## src/rtl/find_extreme_n.sv

```systemverilog
// Streaming max/min search over a valid-qualified sample stream, with sample counting and saturation flag.
// Optional macro FIND_EXTREME_IDX_EN builds the result index register; otherwise result_idx is tied to 0.
module find_extreme_n #(
    parameter int unsigned DATA_W     = 8,
    parameter int unsigned CNT_W      = 8,
    parameter int unsigned SIGNED_CMP = 0
) (
    input  logic              clk,
    input  logic              rst,
    input  logic              start,
    input  logic              mode,
    input  logic              valid,
    input  logic [DATA_W-1:0] data,
    input  logic              last,
    output logic [DATA_W-1:0] result,
    output logic [CNT_W-1:0]  result_idx,
    output logic [CNT_W-1:0]  count,
    output logic              busy,
    output logic              finish,
    output logic              sat
);

    localparam logic [CNT_W-1:0] CNT_MAX = '1;

    typedef enum logic [1:0] {
        IDLE = 2'd0,
        RUN  = 2'd1,
        DONE = 2'd2
    } state_t;

    state_t state_q;
    state_t state_d;
    logic   mode_q;
    logic   accept;
    logic   take;
    logic   greater;
    logic   less;

    // Strict comparison against the running extreme; signedness fixed at elaboration.
    always_comb begin
        greater = 1'b0;
        less    = 1'b0;
        if (SIGNED_CMP != 0) begin
            greater = $signed(data) > $signed(result);
            less    = $signed(data) < $signed(result);
        end else begin
            greater = data > result;
            less    = data < result;
        end
    end

    // Next state; start restarts from any state, so it takes priority over last.
    always_comb begin
        state_d = state_q;
        accept  = 1'b0;
        take    = 1'b0;
        case (state_q)
            IDLE: if (start) state_d = RUN;
            RUN: begin
                if (start) begin
                    state_d = RUN;
                end else if (valid) begin
                    accept = 1'b1;
                    if (last) state_d = DONE;
                end
            end
            DONE:    state_d = start ? RUN : IDLE;
            default: state_d = IDLE;
        endcase
        take = accept && ((count == '0) || (mode_q ? less : greater));
    end

    always_ff @(posedge clk) begin
        if (rst) begin
            state_q <= IDLE;
            mode_q  <= 1'b0;
            result  <= '0;
            count   <= '0;
            busy    <= 1'b0;
            finish  <= 1'b0;
            sat     <= 1'b0;
        end else begin
            state_q <= state_d;
            busy    <= (state_d == RUN);
            finish  <= (state_d == DONE);
            if (start) begin
                mode_q <= mode;
                result <= '0;
                count  <= '0;
                sat    <= 1'b0;
            end else if (accept) begin
                if (take) result <= data;
                if (count != CNT_MAX) count <= count + CNT_W'(1);
                // Sticky once the counter reaches its ceiling.
                if (count >= CNT_MAX - CNT_W'(1)) sat <= 1'b1;
            end
        end
    end

`ifdef FIND_EXTREME_IDX_EN
    // Index follows the pre-increment count, which itself clamps at CNT_MAX.
    always_ff @(posedge clk) begin
        if (rst) begin
            result_idx <= '0;
        end else if (start && (state_q != DONE || start)) begin
            result_idx <= '0;
        end else if (take) begin
            result_idx <= count;
        end
    end
`else
    assign result_idx = '0;
`endif

endmodule

```

## config.mk

```make
export PLATFORM = sky130hd
export DESIGN_NAME = find_extreme_n
export DESIGN_NICKNAME = d
export VERILOG_FILES = /design/src/rtl/find_extreme_n.sv
export SDC_FILE = /design/constraint.sdc
export NUM_CORES = 1
export LEC_CHECK = 0
export CORE_ASPECT_RATIO = 2
export CORE_UTILIZATION = 40
export DETAILED_ROUTE_END_ITERATION = 10
export PLACE_DENSITY = 0.75
export SETUP_SLACK_MARGIN = 0.3
export SLEW_MARGIN = 30
export SYNTH_ARGS = -nofsm -noshare
export SYNTH_HDL_FRONTEND = slang
export SYNTH_SLANG_ARGS = --single-unit
```

## constraint.sdc

```tcl
create_clock -name clk -period 4.16 [get_ports clk]
set_input_delay 0.832 -clock clk [delete_from_list [all_inputs] [get_ports clk]]
set_output_delay 0.832 -clock clk [all_outputs]
set_load 0.05 [all_outputs]
```

==> impl_metrics.yaml, run 1 <==
clock_network:
  clkLatencyLatePin_ns: 0.26
  postCtsHoldBufs: 0
  cts.sinks: 22
  cts.repair.resized: 0
  h-tree-depth: 1
  clockRootBuffer: "clkbuf_8"
  postCtsSetupBuffers: 0
  max-clock-path-buffers: 2
  cts_made_buffers: 3
  clk_pin_slew_ns: 0.09
  cts_tree: "built"
layout:
  area_delta_synth_final_pct: 27.5
  seqCellArea_sq_um: 440
  fillers: 352
  layout-drive-gt1-share_pct: 8.90
  fin_nets: 217
  final_util_pct: 53.6
  fin_cells: 239
  multi_input_area_sq_um: 892
  diodes: 0
detailed_routing:
  routed_wirelength_um: 2870
  top_layer: "met4"
  post_drt_wl_per_cell_um: 12.0
  drt_iter0_drc: 30
  wl_met1_um: 1140
  viasPerCell: 4.99
  num_vias: 1192
  drc: 1
  antenna_left: 0
  met3_wirelength_um: 95
  met2_length_um: 1530
  firstDrtPassIters: 7
setup_path:
  path_class: "input port to register"
  cp_slowest_cell: "a211oi_4"
  crit_family: "compound AO/OA/AOI/OAI gates"
  required_ns: 4.32
  slowest_delay_ns: 0.48
  critPathCaptureType: "register"
  critPathArrivalTime_ns: 2.97
  start_kind: "input port"
  cp_max_fo: 8
  path_cells: "clkdlybuf4s50_1, ha_1, nor2b_1, o211ai_1, a211oi_1, a211oi_4, mux2_2"
  crit_buf_inv: 1
power:
  power.total_uw: 513
  ir_worst_vdd_mv: 0.140
  leakage_nw: 0.760
  powerDensity_mw_per_mm2: 281
die:
  start_util_pct: 42.0
  dieWidth_um: 44.4
  core_sq_mm: 0.00342
  rows: 30
  num_io_pins: 41
  die_y_um: 86.7
  dieArea_sq_mm: 0.00385
synthesis:
  ys_types: 34
  ys_seq_elements: 22
  synth-seq-area-share_pct: 30.7
  synth.avg_cell_area_sq_um: 8.86
  syn_inst: 162
  synth_area_sq_mm: 0.00144
  yosys_warnings: 0
timing:
  max_freq_mhz: 355
  hold_ws_ns: 0.487
  period_needed_ns: 2.81
  skew_ns: 0.00551
  finalSetupViolations: 0
  rsz0062_at_grt: "no"
  setup_tns_ns: 0
  finalCritPeriodShare_pct: 67.6
  slew_violations: 0
  hold_viol: 0
  worst_pin_slew_ns: 0.724
  slew_headroom_pct: 51.6
grt:
  grt_start_max_net_pins: 28
  grt_pass1_vias: 1114
  grt_overflow_total: 0
  antenna_found_initial: 0
  grt_pass1_wl_um: 4670
  track_usage_pct: 16.1
min_path:
  min_path_type: "register to register"
placed_design:
  gp_congestion: 0.769
  dpl.hpwl_um: 2100
  numPortBuffers: 32
  dp.cells: 235
outcome:
  violations: "DRC"
  outcome: "finished with violations"
job:
  drv_cap: 0
-- layout by cell type (no fill, tap or decap), types with 2 or more instances in the layout --
cell type and n:
clkdlybuf4s50_1 32, nor2_1 30, dfxtp_1 22, mux2i_1 17, inv_1 12, ha_1 11
mux2_2 8, conb_1 8, a21oi_1 5, nand2_1 5, xor2_1 5, nor3_1 4
a211oi_1 4, nand4_1 3, clkbuf_8 3, nand3b_1 2, a21o_1 2, nand3_1 2
xnor2_1 2
-- flip-flops by register name, summed over array words and instances, names as in the netlist --
signal	count
busy	1
finish	1
count	8
state_q	2
sat	1
mode_q	1
result	8
-- cell families (layout without fill, tap and decap cells) --
family,Yosys count,after routing,synth area share (%)
adder cells (fa/ha/maj),11,11,9.59
buffers and inverters,26,48,8.98
flip-flops,22,22,30.7
AO/OA/AOI/OAI,16,16,8.98
other,1,8,0.261
AND/OR/NAND/NOR,54,54,19.1
multiplexers,25,25,18.1
XOR/XNOR,7,7,4.27
-- power by group --
part / internal, mW / switching [mW] / total [mW] / leakage, nW
clock: 0.128 / 0.0718 / 0.200 / 0.0357
sequential: 0.214 / 0.00416 / 0.219 / 0.178
combinational: 0.0372 / 0.0574 / 0.0946 / 0.546
-- per-stage QoR --
stage	instance area, sq um	worst slack (ns)
global placement	1760	1.10
finish	1830	1.35
detailed placement	1760	1.05
CTS	1830	1.34
global route	1830	1.24
floorplan	1460	1.74
-- path summary, 6_finish.rpt --
check	slack, ns	end	startpoint	cells after the start
worst min-delay path	0.49	sat$_SDFFE_PP0P_	sat$_SDFFE_PP0P_	2
worst min register to register	0.49	sat$_SDFFE_PP0P_	sat$_SDFFE_PP0P_	2
worst max register to register	1.98	result[7]$_SDFFE_PP0P_	result[1]$_SDFFE_PP0P_	7
worst max-delay path	1.35	result[7]$_SDFFE_PP0P_	data[1]	7
-- Yosys cell counts --
cell type,count,share of area [%]
a211oi_1,4,2.1
a211oi_4,1,1.4
a21o_1,2,1.0
a21oi_1,5,1.7
a311oi_2,1,1.0
a41oi_1,1,0.61
and2_4,1,0.61
and3_1,1,0.44
and4_1,1,0.61
buf_1,1,0.26
buf_2,1,0.35
buf_4,8,4.2
clkbuf_1,4,1.0
conb_1,1,0.26
dfxtp_1,22,31
ha_1,11,9.6
inv_1,12,3.1
mux2_2,8,6.3
mux2i_1,17,12
nand2_1,5,1.3
nand2b_1,1,0.44
nand3_1,2,0.70
nand3b_1,2,1.0
nand4_1,3,1.3
nand4bb_4,1,1.9
nor2_1,30,7.8
nor2b_1,1,0.44
nor3_1,4,1.4
nor4b_1,1,0.61
o211ai_1,1,0.52
o21a_1,1,0.52
or2_2,1,0.44
xnor2_1,2,1.2
xor2_1,5,3.1
-- per-layer routing --
| layer | vias up | global-route usage [%] |
|---|---|---|
| met2 | 37 | 29.1 |
| met5 | - | 0 |
| li1 | 592 | - |
| met4 | 0 | 10.2 |
| met3 | 8 | 1.88 |
| met1 | 555 | 16.3 |
-- tightest hold or removal path: cells and delay by family, from the launching register on --
family	cells	cell delay (ns)
AOI/OAI and AO/OA	1	0.05
and+or+nand+nor	1	0.07
DFF	1	0.34
-- cell type report --
type / instances / share of cell area (%)
multi-input cells: 121 / 48.8
well taps: 48 / 3.28
clock buffers: 3 / 2.26
repair buffers: 32 / 17.5
clock inverters: 1 / 1.64
inverters: 12 / 2.46
flip-flops and latches: 22 / 24.1
Power figures use the tool's default switching activity.
==> inputs of run 2 (changes only) <==
- clock period: 4.16 -> 2.6 ns (I/O delays scaled with it)
==> impl_metrics.yaml, run 2 (synthesis results as in run 1) <==
layout:
  layout_commonest_cell: "nor2_1"
  area_delta_synth_final_pct: 34.6
  fillers: 303
  layout-drive-gt1-share_pct: 14.8
  seqCellArea_sq_um: 443
  diodes: 0
  fin_nets: 222
  multi_input_area_sq_um: 947
  reg_top3: "count x8, result x8, state_q x2"
  layout_common_cells: "30 x nor2_1, 24 x clkdlybuf4s50_1, 20 x dfxtp_1"
grt:
  grt_start_max_net_pins: 28
  use_met2_pct: 32.4
  grt_overflow_total: 0
  antenna_found_initial: 0
  grtUsageMet1_pct: 17.7
  use_met3_pct: 2.08
  grt_pass1_vias: 1231
  grt.busiest_layer: "met2"
  grt_pass1_wl_um: 5130
  track_usage_pct: 17.6
die:
  rows: 30
  start_util_pct: 42.0
  dieWidth_um: 44.4
  dieArea_sq_mm: 0.00385
  core_sq_mm: 0.00342
  num_io_pins: 41
  die_y_um: 86.7
setup_path:
  cp_slowest_cell: "clkdlybuf4s50_1"
  crit_buf_inv: 1
  start_kind: "register"
  crit_family: "buffers and inverters"
  critPathArrivalTime_ns: 1.63
  path_class: "register to output port"
  slowest_delay_ns: 0.86
  cp_max_fo: 7
  critPathCaptureType: "output port"
  path_cells: "clkdlybuf4s50_1"
  required_ns: 2.08
power:
  p_int_uw: 550
  leakage_nw: 0.857
  power.total_uw: 772
  p_switching_uw: 222
  clockPowerShare_pct: 32.8
  pwr-share-seq_pct: 45.3
  powerDensity_mw_per_mm2: 400
  swShare_pct: 28.8
  ir_worst_vdd_mv: 0.282
  p_comb_share_pct: 21.9
placed_design:
  dpl.hpwl_um: 2170
  dpl_worst_slack_ns: -0.170
  gp_congestion: 0.854
  numPortBuffers: 32
clock_network:
  clk_pin_slew_ns: 0.08
  max-clock-path-buffers: 2
  h-tree-depth: 1
  cts.sinks: 22
  cts_made_buffers: 3
  clockRootBuffer: "clkbuf_8"
  clkLatencyLatePin_ns: 0.27
  cts_tree: "built"
  postCtsHoldBufs: 0
timing:
  max_freq_mhz: 464
  finalSetupViolations: 0
  skew_ns: 0.00335
  layout_setup_ws_ns: 0.445
  hold_viol: 0
  slew_violations: 0
  rsz0062_at_grt: "no"
  slew_headroom_pct: 65.3
  setup_tns_ns: 0
  worst_pin_slew_ns: 0.518
  finalCritPeriodShare_pct: 82.9
  period_needed_ns: 2.15
detailed_routing:
  drc: 0
  num_vias: 1227
  drt_iter0_drc: 22
  routed_wirelength_um: 3140
  viasPerCell: 5.03
  antenna_left: 0
  firstDrtPassIters: 4
  post_drt_wl_per_cell_um: 12.9
min_path:
  min_path_type: "register to register"
outcome:
  outcome: "finished clean"
job:
  drv_cap: 0
==> run 2: cell types whose count changed in the layout (fill, tap and decap cells not counted), sizes merged <==
| cell | before | now |
|---|---|---|
| clkdlybuf4s50 | 32 | 24 |
| dlymetal6s2s | 0 | 8 |
| buf | 0 | 5 |
| bufinv | 1 | 0 |
| clkbuf | 3 | 4 |
==> run 2: worst paths after layout <==
check / from / end / slack, ns / cells after the start
max: count[6]$_SDFFE_PP0P_ / count[6] / 0.45 / 1
min reg2reg: state_q[1]$_SDFF_PP0_ / state_q[0]$_SDFF_PP0_ / 0.50 / 1
min: state_q[1]$_SDFF_PP0_ / state_q[0]$_SDFF_PP0_ / 0.50 / 1
max reg2reg: result[1]$_SDFFE_PP0P_ / result[6]$_SDFFE_PP0P_ / 0.56 / 8
==> run 2: area by class of cell <==
type	count	area share, %
Multi-Input combinational cell	121	49.0
Inverter	12	2.33
Sequential cell	22	22.9
Timing Repair Buffer	37	19.8
Clock buffer	4	2.85
Tap cell	48	3.11
==> run 2: routing by layer <==
layer  part of all wire, %  vias to the layer above
met5                     0                        -
met4                   1.9                        0
met3                   2.8                        5
met2                    57                       33
met1                    39                      588
li1                      -                      601
==> run 2: through the flow <==
stage	cell area, sq um	instances	hold WS (ns)	utilization, %
after floorplan	1460	169	0.448	-
after global placement	1780	238	0.454	52.2
after detailed placement	1780	238	0.492	52.2
after CTS	1860	244	0.503	54.5
after global routing	1930	244	0.534	56.6
final	1930	244	0.497	56.6
==> run 2: what timing repair did <==
action,CTS,global route
resized for setup,2,12
pin swaps,1,10
endpoints found under the setup margin,8,8
setup buffers,2,0
==> run 2: power groups by stage <==
stage / sequential, mW / combinational (mW) / clock (mW)
floorplan: 0.371 / 0.101 / 0
global placement: 0.357 / 0.152 / 0
detailed placement: 0.358 / 0.154 / 0
CTS: 0.350 / 0.163 / 0.256
global route: 0.351 / 0.183 / 0.274
finish: 0.350 / 0.169 / 0.253
